==> src/rtl/key_event_decoder.sv <==
// Turns one debounced key level into registered single-cycle press/short/long/repeat events.
// Optional double-click detection is compiled in with `define KEY_DOUBLE_CLICK_EN.
module key_event_decoder #(
   parameter logic        KEY_ACTIVE_LEVEL = 1'b0,
   parameter int unsigned LONG_CYCLES      = 25_000_000,
   parameter int unsigned REPEAT_CYCLES    = 5_000_000,
   parameter int unsigned DCLICK_CYCLES    = 10_000_000
) (
   input  logic clk,
   input  logic rst,
   input  logic key_in,
   output logic press_pulse,
   output logic short_press,
   output logic long_press,
   output logic repeat_pulse,
   output logic double_click,
   output logic key_held
);

   localparam int unsigned MAX_LR     = (LONG_CYCLES > REPEAT_CYCLES) ? LONG_CYCLES
                                                                      : REPEAT_CYCLES;
   localparam int unsigned MAX_CYCLES = (MAX_LR > DCLICK_CYCLES) ? MAX_LR : DCLICK_CYCLES;
   localparam int unsigned CNT_W      = $clog2(MAX_CYCLES);

   localparam logic [CNT_W-1:0] LONG_LAST   = CNT_W'(LONG_CYCLES - 1);
   localparam logic [CNT_W-1:0] REPEAT_LAST = CNT_W'(REPEAT_CYCLES - 1);
   localparam logic [CNT_W-1:0] CNT_MAX     = '1;
`ifdef KEY_DOUBLE_CLICK_EN
   localparam logic [CNT_W-1:0] DCLICK_LAST = CNT_W'(DCLICK_CYCLES - 1);
`endif

   typedef enum logic [2:0] {
      StIdle  = 3'd0,
      StHeld  = 3'd1,
      StLong  = 3'd2
`ifdef KEY_DOUBLE_CLICK_EN
      ,
      StWait2 = 3'd3,
      StHeld2 = 3'd4
`endif
   } state_e;

   state_e           state_q, state_d;
   logic [CNT_W-1:0] cnt_q, cnt_d, cnt_inc;
   logic             key_d_q, key_d_d;
   logic             press_pulse_q, press_pulse_d;
   logic             short_press_q, short_press_d;
   logic             long_press_q, long_press_d;
   logic             repeat_pulse_q, repeat_pulse_d;
   logic             key_held_q, key_held_d;
   logic             pressed, prev_pressed, press_edge, rel_edge;

   assign pressed      = (key_in == KEY_ACTIVE_LEVEL);
   assign prev_pressed = (key_d_q == KEY_ACTIVE_LEVEL);
   assign press_edge   = pressed & ~prev_pressed;
   assign rel_edge     = ~pressed & prev_pressed;
   // Saturating increment: the counter never wraps back to zero.
   assign cnt_inc      = (cnt_q == CNT_MAX) ? cnt_q : cnt_q + CNT_W'(1);

`ifdef KEY_DOUBLE_CLICK_EN
   logic double_click_q, double_click_d;
`endif

   always_comb begin
      state_d        = state_q;
      cnt_d          = cnt_inc;
      key_d_d        = key_in;
      press_pulse_d  = 1'b0;
      short_press_d  = 1'b0;
      long_press_d   = 1'b0;
      repeat_pulse_d = 1'b0;
`ifdef KEY_DOUBLE_CLICK_EN
      double_click_d = 1'b0;
`endif

      unique case (state_q)
         StIdle: begin
            cnt_d = '0;
            if (press_edge) begin
               state_d       = StHeld;
               press_pulse_d = 1'b1;
            end
         end

         StHeld: begin
            // A release in the threshold cycle still counts as a short press.
            if (rel_edge) begin
               cnt_d = '0;
`ifdef KEY_DOUBLE_CLICK_EN
               state_d = StWait2;
`else
               state_d       = StIdle;
               short_press_d = 1'b1;
`endif
            end else if (cnt_q == LONG_LAST) begin
               state_d      = StLong;
               cnt_d        = '0;
               long_press_d = 1'b1;
            end
         end

         StLong: begin
            if (rel_edge) begin
               state_d = StIdle;
               cnt_d   = '0;
            end else if (cnt_q == REPEAT_LAST) begin
               cnt_d          = '0;
               repeat_pulse_d = 1'b1;
            end
         end

`ifdef KEY_DOUBLE_CLICK_EN
         StWait2: begin
            // Timeout wins over a press landing on the last window cycle.
            if (cnt_q == DCLICK_LAST) begin
               state_d       = StIdle;
               cnt_d         = '0;
               short_press_d = 1'b1;
            end else if (press_edge) begin
               state_d       = StHeld2;
               cnt_d         = '0;
               press_pulse_d = 1'b1;
            end
         end

         StHeld2: begin
            if (rel_edge) begin
               state_d        = StIdle;
               cnt_d          = '0;
               double_click_d = 1'b1;
            end else if (cnt_q == LONG_LAST) begin
               state_d      = StLong;
               cnt_d        = '0;
               long_press_d = 1'b1;
            end
         end
`endif

         default: begin
            state_d = StIdle;
            cnt_d   = '0;
         end
      endcase

`ifdef KEY_DOUBLE_CLICK_EN
      key_held_d = (state_d == StHeld) || (state_d == StLong) || (state_d == StHeld2);
`else
      key_held_d = (state_d == StHeld) || (state_d == StLong);
`endif
   end

   always_ff @(posedge clk or posedge rst) begin
      if (rst) begin
         state_q        <= StIdle;
         cnt_q          <= '0;
         key_d_q        <= KEY_ACTIVE_LEVEL;
         press_pulse_q  <= 1'b0;
         short_press_q  <= 1'b0;
         long_press_q   <= 1'b0;
         repeat_pulse_q <= 1'b0;
         key_held_q     <= 1'b0;
      end else begin
         state_q        <= state_d;
         cnt_q          <= cnt_d;
         key_d_q        <= key_d_d;
         press_pulse_q  <= press_pulse_d;
         short_press_q  <= short_press_d;
         long_press_q   <= long_press_d;
         repeat_pulse_q <= repeat_pulse_d;
         key_held_q     <= key_held_d;
      end
   end

`ifdef KEY_DOUBLE_CLICK_EN
   always_ff @(posedge clk or posedge rst) begin
      if (rst) begin
         double_click_q <= 1'b0;
      end else begin
         double_click_q <= double_click_d;
      end
   end

   assign double_click = double_click_q;
`else
   assign double_click = 1'b0;
`endif

   assign press_pulse  = press_pulse_q;
   assign short_press  = short_press_q;
   assign long_press   = long_press_q;
   assign repeat_pulse = repeat_pulse_q;
   assign key_held     = key_held_q;

endmodule
==> config.mk <==
export PLATFORM = sky130hd
export DESIGN_NAME = key_event_decoder
export DESIGN_NICKNAME = d
export VERILOG_FILES = /design/src/rtl/key_event_decoder.sv
export SDC_FILE = /design/constraint.sdc
export NUM_CORES = 1
export LEC_CHECK = 0
export CAP_MARGIN = 40
export CELL_PAD_IN_SITES_DETAIL_PLACEMENT = 0
export CELL_PAD_IN_SITES_GLOBAL_PLACEMENT = 1
export CORE_AREA = 2 2 67 69
export DETAILED_ROUTE_END_ITERATION = 6
export DIE_AREA = 0 0 69 71
export PLACE_DENSITY_LB_ADDON = 0.15
export SYNTH_ARGS = -nofsm -noshare
export SYNTH_HDL_FRONTEND = slang
export SYNTH_SLANG_ARGS = --single-unit
==> constraint.sdc <==
create_clock -name clk -period 2.5 [get_ports clk]
set_clock_uncertainty 0.2 [all_clocks]
set_input_delay 0.625 -clock clk [delete_from_list [all_inputs] [get_ports clk]]
set_output_delay 0.625 -clock clk [all_outputs]
set_load 0.01 [all_outputs]
==> flow_summary.toml, run 1 <==
[outcome]
status = "finished, final reports clean"

[drt]
vias_per_cell = 5.77
routed_wl_mm = 4.05
wl_per_cell_um = 15.8
vias = 1482
drc = 0
drt_iter0_drc = 131
postRouteAntennaNets = 0
firstDrtPassIters = 4

[pwr]
vdd_drop_max_v = 0.000267
p_leak_nw = 0.781
powerDensity_nw_per_um2 = 480

[clocking]
cts-root-buf = "clkbuf_8"
cts_tree = "yes"
postCtsSetupBuffers = 0
cts_resized = 0
clk_pin_slew_ns = 0.07
cts-hold-fix-buffers = 0
clock_path_buffers = 2
clkSinkCount = 34
cts_max_level = 2
cts_buffers = 5
clkLatencyLatePin_ns = 0.29

[timing]
hold_viol_final = 0
tightestPinTransition_ns = 0.560
period_minus_slack_ns = 2.32
max_slew_margin = 0.621
setup_tns_ns = 0
max_freq_mhz = 431
fin_crit_sh = 0.928
setup_slack_ns = 0.179
setup-violations-final = 0
slew_viol_final = 0
rsz0062_at_grt = "false"

[logic_synthesis]
synth-seq-cells = 34
yosys-top-cells-count = "dfrtp_1, nor2_1, xnor2_1"
yosysWarningCount = 0
syn_area_per_cell_sq_um = 10.0
syn_area_sq_um = 1870
dominantRegCellSynth = "dfrtp_1"
synthCells = 186
synth_top_area_share = 0.456
synth_area_leader_cell = "dfrtp_1"
seq_area_frac_synth = 0.456
netlist_top_cells_area = "dfrtp_1, xnor2_1, nor2_1"
synth-edff-count = 0
synth_async_sr_flop_share = 1.00
synth_cell_types = 45
synth.most_common_cell = "dfrtp_1"

[min_path]
min_from = "state_q[2]"
min_path_type = "register to register"

[die]
die_area_sq_um = 4900
die_y_um = 71
io_pins = 9
fp.dieW_um = 69
coreArea_sq_um = 4200
rows = 24
initial_core_util = 0.444

[global_route]
grt_pass1_wl_mm = 7.26
overflow = 0
antenna_found_initial = 0
grt_use_total = 0.185
grt_pass1_vias = 1469
grt_max_degree = 35

[placed_design]
dp_slack_ns = 0.181
dp_hpwl_mm = 2.86
globalplace.congestion = 0.895
io_buffers = 7

[final_layout]
nets = 208
antennaDiodeCount = 0
drive_gt1_frac = 0.156
syn_to_final_growth_pct = 14.7

[worst_setup_path]
required_ns = 2.47
cp-start-kind = "register"
worstPathArrival_ns = 2.29
startpoint = "cnt_q[15]"
worst-setup-path-type = "register to register"
reg2reg_from = "cnt_q[15]"
path_max_fanout = 25
end_kind = "register"

[run]
drv_cap = 0
==> worst paths after layout <==
path	end	cells after the start	slack, ns
min in group asynchronous	cnt_q[24]	3	0.53
max reg2reg	cnt_q[15]	6	0.18
min	short_press	1	0.26
min reg2reg	short_press	1	0.26
max in group asynchronous	cnt_q[16]	3	1.26
max	cnt_q[15]	6	0.18
==> critical path: stages, from the launching register on <==
cell,delay [ns]
dfrtp_1,0.42
or4_1,0.57
nor4_4,0.36
a41oi_2,0.20
o21bai_4,0.20
buf_12,0.19
nor2_1,0.07
==> final cells by class <==
class / count / area (sq um)
timing repair buffer: 17 / 158
multi-input combinational: 143 / 960
sequential: 34 / 851
clock buffer: 6 / 82.6
tap: 52 / 65.1
inverter: 3 / 11.3
fill: 402 / 2060
clock inverter: 2 / 12.5
==> sequential cells by signal (all words and copies together), names as in the netlist <==
signal / count
cnt_q: 25
key_d_q: 1
key_held: 1
long_press: 1
press_pulse: 1
repeat_pulse: 1
short_press: 1
state_q: 3
==> layout by cell type (no fill, tap or decap), types with 3 or more instances in the layout <==
cell / instances
a21oi_1: 12
buf_4: 9
dfrtp_1: 34
nand4_1: 10
nor2_1: 24
clkbuf_8: 6
nand2b_1: 5
clkdlybuf4s50_1: 7
nor3_1: 7
inv_1: 3
nand2_1: 10
or4_1: 5
nand3_1: 9
a211oi_1: 6
xnor2_1: 17
==> through the flow <==
| step | utilization | cells | hold WS [ns] | power [mW] | cell area (sq um) |
|---|---|---|---|---|---|
| 6_report | 0.509 | 257 | 0.260 | 1.03 | 2140 |
| 5_1_grt | 0.509 | 257 | 0.292 | 1.08 | 2140 |
| 4_1_cts | 0.509 | 257 | 0.260 | 1.04 | 2140 |
| 3_5_place_dp | 0.486 | 249 | 0.248 | 0.613 | 2040 |
| 3_3_place_gp | 0.486 | 249 | 0.243 | 0.612 | 2040 |
| 2_1_floorplan | - | 187 | 0.226 | 0.597 | 1870 |
==> logic make-up (layout without fill, tap and decap cells) <==
| kind of cell | after synthesis | after routing | share of synthesized area |
|---|---|---|---|
| AO/OA/AOI/OAI | 29 | 29 | 0.121 |
| XOR/XNOR | 18 | 18 | 0.0845 |
| adder cells (fa/ha/maj) | 1 | 1 | 0.00671 |
| buffers and inverters | 10 | 28 | 0.0315 |
| flip-flops | 34 | 34 | 0.456 |
| multiplexers | 1 | 1 | 0.00537 |
| other | 1 | 2 | 0.00201 |
| AND/OR/NAND/NOR | 92 | 92 | 0.293 |
==> where the power goes <==
group	internal, mW	total [mW]	switching [mW]
Sequential	0.555	0.558	0.00302
Clock	0.221	0.427	0.206
Combinational	0.0165	0.0423	0.0258
==> routing by layer <==
layer	vias up	global-route usage	share of wire
met4	0	0.0523	0.0096
met3	5	0.0456	0.054
met2	46	0.283	0.45
li1	718	-	-
met1	713	0.263	0.48
met5	-	0	0
(Power assumes the default switching activity.)
==> run 2: changes to the inputs <==
--- a/config.mk
+++ b/config.mk
@@ -9,6 +9,7 @@
 export CELL_PAD_IN_SITES_DETAIL_PLACEMENT = 0
 export CELL_PAD_IN_SITES_GLOBAL_PLACEMENT = 1
 export CORE_AREA = 2 2 67 69
+export CTS_CLUSTER_SIZE = 30
 export DETAILED_ROUTE_END_ITERATION = 6
 export DIE_AREA = 0 0 69 71
 export PLACE_DENSITY_LB_ADDON = 0.15
==> results of run 2 <==
No change in the layout: final DEF, timing and power equal those of run 1.
==> run 3: changes to the inputs <==
--- a/config.mk
+++ b/config.mk
@@ -5,6 +5,7 @@
 export SDC_FILE = /design/constraint.sdc
 export NUM_CORES = 1
 export LEC_CHECK = 0
+export ABC_CLOCK_PERIOD_IN_PS = 2500
 export CAP_MARGIN = 40
 export CELL_PAD_IN_SITES_DETAIL_PLACEMENT = 0
 export CELL_PAD_IN_SITES_GLOBAL_PLACEMENT = 1
==> results of run 3 <==
No change in the layout: final DEF, timing and power equal those of run 1.
